### config.mk
export PLATFORM = sky130hd
export DESIGN_NAME = load_store_unit
export DESIGN_NICKNAME = d
export VERILOG_FILES = /design/src/rtl/load_store_unit.sv
export SDC_FILE = /design/constraint.sdc
export NUM_CORES = 1
export LEC_CHECK = 0
export ABC_CLOCK_PERIOD_IN_PS = 7150
export CORE_MARGIN = 3
export CORE_UTILIZATION = 45
export CTS_CLUSTER_SIZE = 14
export DETAILED_ROUTE_END_ITERATION = 7
export PLACE_DENSITY = 0.86
export SYNTH_ARGS = -nofsm -noshare
export SYNTH_HDL_FRONTEND = slang
export SYNTH_SLANG_ARGS = --single-unit
### constraint.sdc
create_clock -name clock -period 7.15 [get_ports clock]
set_input_delay 1.43 -clock clock [delete_from_list [all_inputs] [get_ports clock]]
set_output_delay 1.43 -clock clock [all_outputs]
set_load 0.02 [all_outputs]
### src/rtl/load_store_unit.sv
// Word-only load/store unit bridging the EX/MEM stage to a req/ready data-memory bus.
// Holds the pipeline via Stall while a bus transaction is outstanding; flags misaligned and timed-out accesses.
module load_store_unit #(
  parameter int TIMEOUT_CYCLES = 16
) (
  input  logic        clock,
  input  logic        reset,
  input  logic        MemRead,
  input  logic        MemWrite,
  input  logic [31:0] Address,
  input  logic [31:0] WriteData,
  output logic [31:0] ReadData,
  output logic        ReadData_valid,
  output logic        Stall,
  output logic        Misaligned,
  output logic        Timeout,
  output logic        mem_req,
  output logic        mem_we,
  output logic [31:0] mem_addr,
  output logic [31:0] mem_wdata,
  input  logic        mem_ready,
  input  logic [31:0] mem_rdata
);

  localparam int CW = $clog2(TIMEOUT_CYCLES) + 1;
  localparam logic [CW-1:0] CNT_LAST = CW'(TIMEOUT_CYCLES - 1);

  typedef enum logic [1:0] {
    S_IDLE,
    S_REQ,
    S_DONE
  } state_t;

  state_t        state_q;
  logic [CW-1:0] cnt_q;
  logic [CW-1:0] cnt_d;
  logic [31:0]   rdata_q;
  logic [31:0]   addr_q;
  logic [31:0]   wdata_q;
  logic          valid_q;
  logic          mis_q;
  logic          to_q;
  logic          req_q;
  logic          we_q;

  logic access;
  logic aligned;

  assign access  = MemRead | MemWrite;
  assign aligned = (Address[1:0] == 2'b00);

  // Saturating increment so an oversized count can never wrap back into range.
  always_comb begin
    cnt_d = cnt_q;
    if (cnt_q != '1) begin
      cnt_d = cnt_q + CW'(1);
    end
  end

  assign Stall = ((state_q == S_IDLE) && access && aligned) || (state_q == S_REQ);

  always_ff @(posedge clock or posedge reset) begin
    if (reset) begin
      state_q <= S_IDLE;
      cnt_q   <= '0;
      rdata_q <= '0;
      addr_q  <= '0;
      wdata_q <= '0;
      valid_q <= 1'b0;
      mis_q   <= 1'b0;
      to_q    <= 1'b0;
      req_q   <= 1'b0;
      we_q    <= 1'b0;
    end else begin
      valid_q <= 1'b0;
      mis_q   <= 1'b0;
      to_q    <= 1'b0;
      case (state_q)
        S_IDLE: begin
          if (access) begin
            if (aligned) begin
              addr_q  <= {Address[31:2], 2'b00};
              wdata_q <= WriteData;
              we_q    <= MemWrite;
              req_q   <= 1'b1;
              cnt_q   <= '0;
              state_q <= S_REQ;
            end else begin
              mis_q   <= 1'b1;
              rdata_q <= '0;
            end
          end
        end
        S_REQ: begin
          if (mem_ready) begin
            req_q <= 1'b0;
            if (!we_q) begin
              rdata_q <= mem_rdata;
              valid_q <= 1'b1;
            end
            state_q <= S_DONE;
          end else if (cnt_q == CNT_LAST) begin
            // Timed-out loads still report valid (with zero data) so the pipeline retires them.
            req_q   <= 1'b0;
            rdata_q <= '0;
            to_q    <= 1'b1;
            valid_q <= ~we_q;
            state_q <= S_DONE;
          end else begin
            cnt_q <= cnt_d;
          end
        end
        S_DONE: begin
          state_q <= S_IDLE;
        end
        default: begin
          state_q <= S_IDLE;
        end
      endcase
    end
  end

  assign ReadData       = rdata_q;
  assign ReadData_valid = valid_q;
  assign Misaligned     = mis_q;
  assign Timeout        = to_q;
  assign mem_req        = req_q;
  assign mem_we         = we_q;
  assign mem_addr       = addr_q;
  assign mem_wdata      = wdata_q;

endmodule

## Yosys cells after proc, flatten, opt, wreduce, memory -nomap -nowiden

Cells that the tools add are included.

| word-level totals | value |
|---|---|
| memories | 0 |
| ROM bits | 0 |
| output and inout port bits | 102 |
| latch bits | 0 |
| bits in registers | 106 |
| RAM bits | 0 |

| operators by class | value |
|---|---|
| multiplexer cells | 32 |
| multipliers | 0 |
| div/mod/pow operators | 0 |
| bitwise logic cells | 2 |
| $add $sub $neg | 1 |
| eq/ne operators | 11 |
| reductions and logical operators | 11 |
| shifts and indexed selects | 0 |
| order comparisons | 0 |

Operators by type and width:

| operator | number |
|---|---|
| 32-bit two-way mux | 5 |
| 32-bit case mux with 2 select lines | 1 |
| 5-bit two-way mux | 5 |
| 1-bit two-way mux | 14 |
| 2-bit inequality test (second input constant) | 6 |
| 5-bit case mux with 2 select lines | 1 |
| 2-bit two-way mux | 4 |
| 3-bit AND reduction | 2 |
| 6-bit AND reduction | 1 |
| 5-bit by 1-bit adder with 5-bit output (second input constant) | 1 |
| 5-bit by 4-bit equality test with 1-bit output (second input constant) | 1 |
| 5-bit inequality test (second input constant) | 1 |
| 5-bit AND reduction | 1 |
| 2-bit logical NOT | 2 |
| 2-bit case mux with 2 select lines | 1 |
| 4-bit AND reduction | 1 |
| 3-bit by 2-bit inequality test with 1-bit output (second input constant) | 1 |
| 3-bit inequality test (second input constant) | 1 |
| 2-bit by 1-bit equality test with 1-bit output (second input constant) | 1 |
| 1-bit logical AND | 2 |
| 1-bit case mux with 2 select lines | 1 |
| 2-bit nonzero test | 1 |
| 1-bit logical OR | 1 |
| 1-bit inverter | 1 |
| 1-bit OR | 1 |

## Longest topological paths before layout

| logic depth | value |
|---|---|
| depth after elaboration | 5 |
| gate-level depth with buffers | 9 |
| mapped depth without buffers | 7 |

## Worst setup path after synthesis

No wires, ideal clock.

| timing | value |
|---|---|
| path type | input -> output |
| from | input Address[1] |
| to | output Stall |
| stages | 5 |
| data required time | 5.720 ns |
| arrival | 2.325 ns |
| slack | 3.395 ns |
| cell sequence | nor4_4 o21ai_2 buf_2 buf_2 nand2_1 |

| on the way | value |
|---|---|
| word-level cells in the longest chain between the ends | 3 |

Ends and longest elaborated chain:

| element | line | text |
|---|---|---|
| start, declared | 10 | `input logic [31:0] Address,` |
| 2-bit logical NOT | 50 | `assign aligned = (Address[1:0] == 2'b00);` |
| 1-bit logical AND | 60 | `assign Stall = ((state_q == S_IDLE) && access && aligned) \|\| (state_q == S_REQ);` |
| 1-bit logical OR | 60 |  |
| end, declared | 14 | `output logic Stall,` |

Every way passes these cells.

## Worst setup path after layout

Same ends and word-level chain as after synthesis.

==> run metrics <==
GRT Util Overall 0.2145; global-route wire length before repair approximately 19 mm; Sw Ratio 0.3369; sequential share of power 0.449; DRT Wirelength about 12 mm; Placed Instance Area between 6000 and 7000 µm²; top cell type's share of synthesized area 0.6024; #FFs+latches synth about 110; chip height between 100 and 150 µm; Initial DRT Pass Iterations 4; RSZ-0062 raised after global routing no; vias per cell between 4 and 5; max-capacitance violation count 0; largest net degree at the start of global routing 94; final worst path period share 0.6859; port buffer count 200; Worst Hold Class register to register; post-CTS sizing 0; Post-CTS Setup Bufs 0; Total Nets Final 754; Routed Antenna Nets 0; CP dominant cell by count clkdlybuf4s50_1; Syn Std Cell Area between 4000 and 5000 µm²; final max-slew violation count 0; Avg WL per Cell about 15 µm; critical path capture point type output port; area leader, netlist dfrtp_1; sequential area share after synthesis 0.6024; xor-xnor portion of the synthesized cell area 0; clk_lat worst skew approximately 0.35 ns; Num CTS Buffers 9; endpoints failing setup 0; antenna violations before repair 0; total number of vias approximately 3700; grt ovf 0; Worst Clk Skew approximately 0.011 ns; Fillers 720; GP Congestion 0.7649; # hold bufs at CTS 0; CP Max Fanout 66; initial DRC count between 100 and 150; vias in the first global route approximately 3900; Hold Violations, Final 0; TritonCTS clock tree built; setup_tns 0 ns; Layout Cells excl Fill approximately 780; clock sinks between 100 and 150; share of layout cells above drive strength 1 0.04740; critical path type input pin to output port; Max IR drop VDD around 0.13 mV; I/O pin total between 200 and 250; Power Density 260.3 nW/µm²; Buf/Inv on CP 3; Core ar. roughly 9400 µm²; Slew Limit Headroom 0.1761; Die Wd ~100 µm; clock transition at the registers of the reported paths 0.10 ns; syn_area_per_cell roughly 9.6 µm²; required time of the worst setup path about 5.7 ns; post-route cell area approximately 6600 µm²; Area contributors post-synth dfrtp_1, nand2_1, mux2i_1; dpl cells approximately 770; WHS 0.4775 ns; Antenna diodes 0; leak pwr between 0.003 and 0.004 µW; cell-internal power 1145 µW; htree depth 3; Worst-Margin Slew 1.235 ns; Initial Util 0.4698; cell family with most CP delay buffers and inverters; Worst EP arrival between 3 and 4 ns; status finished clean; Clock Power Share 0.195; mux contribution to synthesized area 0.08014; min Tclk post-route about 5 ns; Comb power frac 0.355; Critical-path top delay cell clkdlybuf4s50_1; Max stage delay on crit path just over 0.6 ns; Mapped Cells 458; adder-cell share of the synthesized area 0.01137; root buf cell clkbuf_8; post-synthesis compound-gate area fraction 0.01790; Worst setup SP type input pin; largest family of logic cells by synthesized area simple AND/OR/NAND/NOR gates; Residual DRC 0; die area 11010 µm²; Synth cell types 32; area delta synth->final 50.67%; Fmax achieved just over 0.2 GHz; P_sw about 580 µW; HPWL after detailed placement slightly below 9 mm; Synth Area in Simple Gates 0.2199; clock buffer depth 2; critical path, cell by cell clkdlybuf4s50_1, nor4_4, o21ai_4, buf_4, nand2_1, clkdlybuf4s50_1; yosys warns 0; row count 35
power by group through the flow:
stage                     clock network, µW  logic (µW)  registers [µW]
after floorplan                           0         168             917
after CTS                               348         621             777
after detailed placement                  0         619             788
after global routing                    370         656             792
final                                   337         614             776
after global placement                    0         603             783
layout by cell type, fill, tap and decap left out, types with 2 or more instances in the layout:
| cell | count |
|---|---|
| a21oi_1 | 2 |
| buf_4 | 4 |
| clkbuf_8 | 10 |
| clkdlybuf4s50_1 | 200 |
| clkinv_2 | 3 |
| conb_1 | 2 |
| dfrtp_1 | 106 |
| ha_1 | 4 |
| inv_1 | 35 |
| inv_6 | 2 |
| mux2_1 | 2 |
| mux2i_1 | 33 |
| nand2_1 | 222 |
| nor2_1 | 7 |
| nor4_2 | 2 |
final timing paths:
| path | startpoint | end | slack, ns | cells past startpoint |
|---|---|---|---|---|
| setup / recovery | Address[1] | Stall | 2.25 | 6 |
| hold / removal | mem_addr[7] | mem_addr[7] | 0.48 | 2 |
| setup reg to reg | cnt_q[0] | ReadData[10] | 4.50 | 8 |
| hold reg to reg | mem_addr[7] | mem_addr[7] | 0.48 | 2 |
| max in group asynchronous | reset | cnt_q[4] | 4.42 | 3 |
| min in group asynchronous | reset | ReadData[6] | 1.33 | 2 |
worst register-to-register path: stages (launching register included):
cell and delay [ns]:
dfrtp_1 0.42, ha_1 0.21, and3_1 0.23, ha_1 0.25
nor2_1 0.08, nor2_1 0.17, a21o_1 0.50, buf_4 0.45
mux2i_1 0.26
area by class of cell:
cell class	instances	area, µm²	share of cell area
sequential	106	2653	0.3998
timing repair buffer	204	2032	0.3063
multi-input combinational	292	1473	0.2220
tap	129	161.4	0.02433
clock buffer	10	137.6	0.02075
inverter	36	137.6	0.02075
clock inverter	6	40.04	0.006035
synthesized netlist by cell type:
library cell,count
a21o_1,1
a21oi_1,2
a22o_1,1
a31o_2,1
a31oi_1,1
a41oi_1,1
and3_1,1
buf_2,9
buf_4,9
buf_6,3
clkbuf_1,4
conb_1,1
dfrtp_1,106
ha_1,4
inv_1,36
mux2_1,2
mux2i_1,33
nand2_1,222
nand2_4,1
nand2b_2,1
nor2_1,7
nor2_2,1
nor2b_1,1
nor3_1,1
nor3b_1,1
nor4_2,2
nor4_4,1
o21a_1,1
o21ai_0,1
o21ai_2,1
o31ai_1,1
or4_4,1
sequential cells by signal, indices dropped and copies added (netlist names):
register and cells:
mem_we 1, mem_req 1, Timeout 1, Misaligned 1, state_q 2, ReadData 32
ReadData_valid 1, mem_addr 30, mem_wdata 32, cnt_q 5
metal layers:
metal	GRT usage	vias to the layer above	routed length, µm
li1	-	1772	-
met1	0.2540	1760	4692
met2	0.3841	124	6142
met3	0.03644	24	600
met4	0.08997	0	333
met5	0	-	0
cells by family after synthesis:
family,after synthesis
AND/OR/NAND/NOR,240
flip-flops,106
buffers and inverters,61
multiplexers,35
AO/OA/AOI/OAI,11
adder cells (fa/ha/maj),4
other,1
stage by stage:
| step | power [µW] | setup slack, ns | utilization |
|---|---|---|---|
| 3_3_place_gp | 1387 | 2.290 | 0.6889 |
| 6_report | 1727 | 2.246 | 0.7079 |
| 4_1_cts | 1746 | 2.215 | 0.7079 |
| 5_1_grt | 1818 | 2.140 | 0.7079 |
| 2_1_floorplan | 1084 | 2.931 | - |
| 3_5_place_dp | 1407 | 2.228 | 0.6889 |
Power figures use the tool's default switching activity.
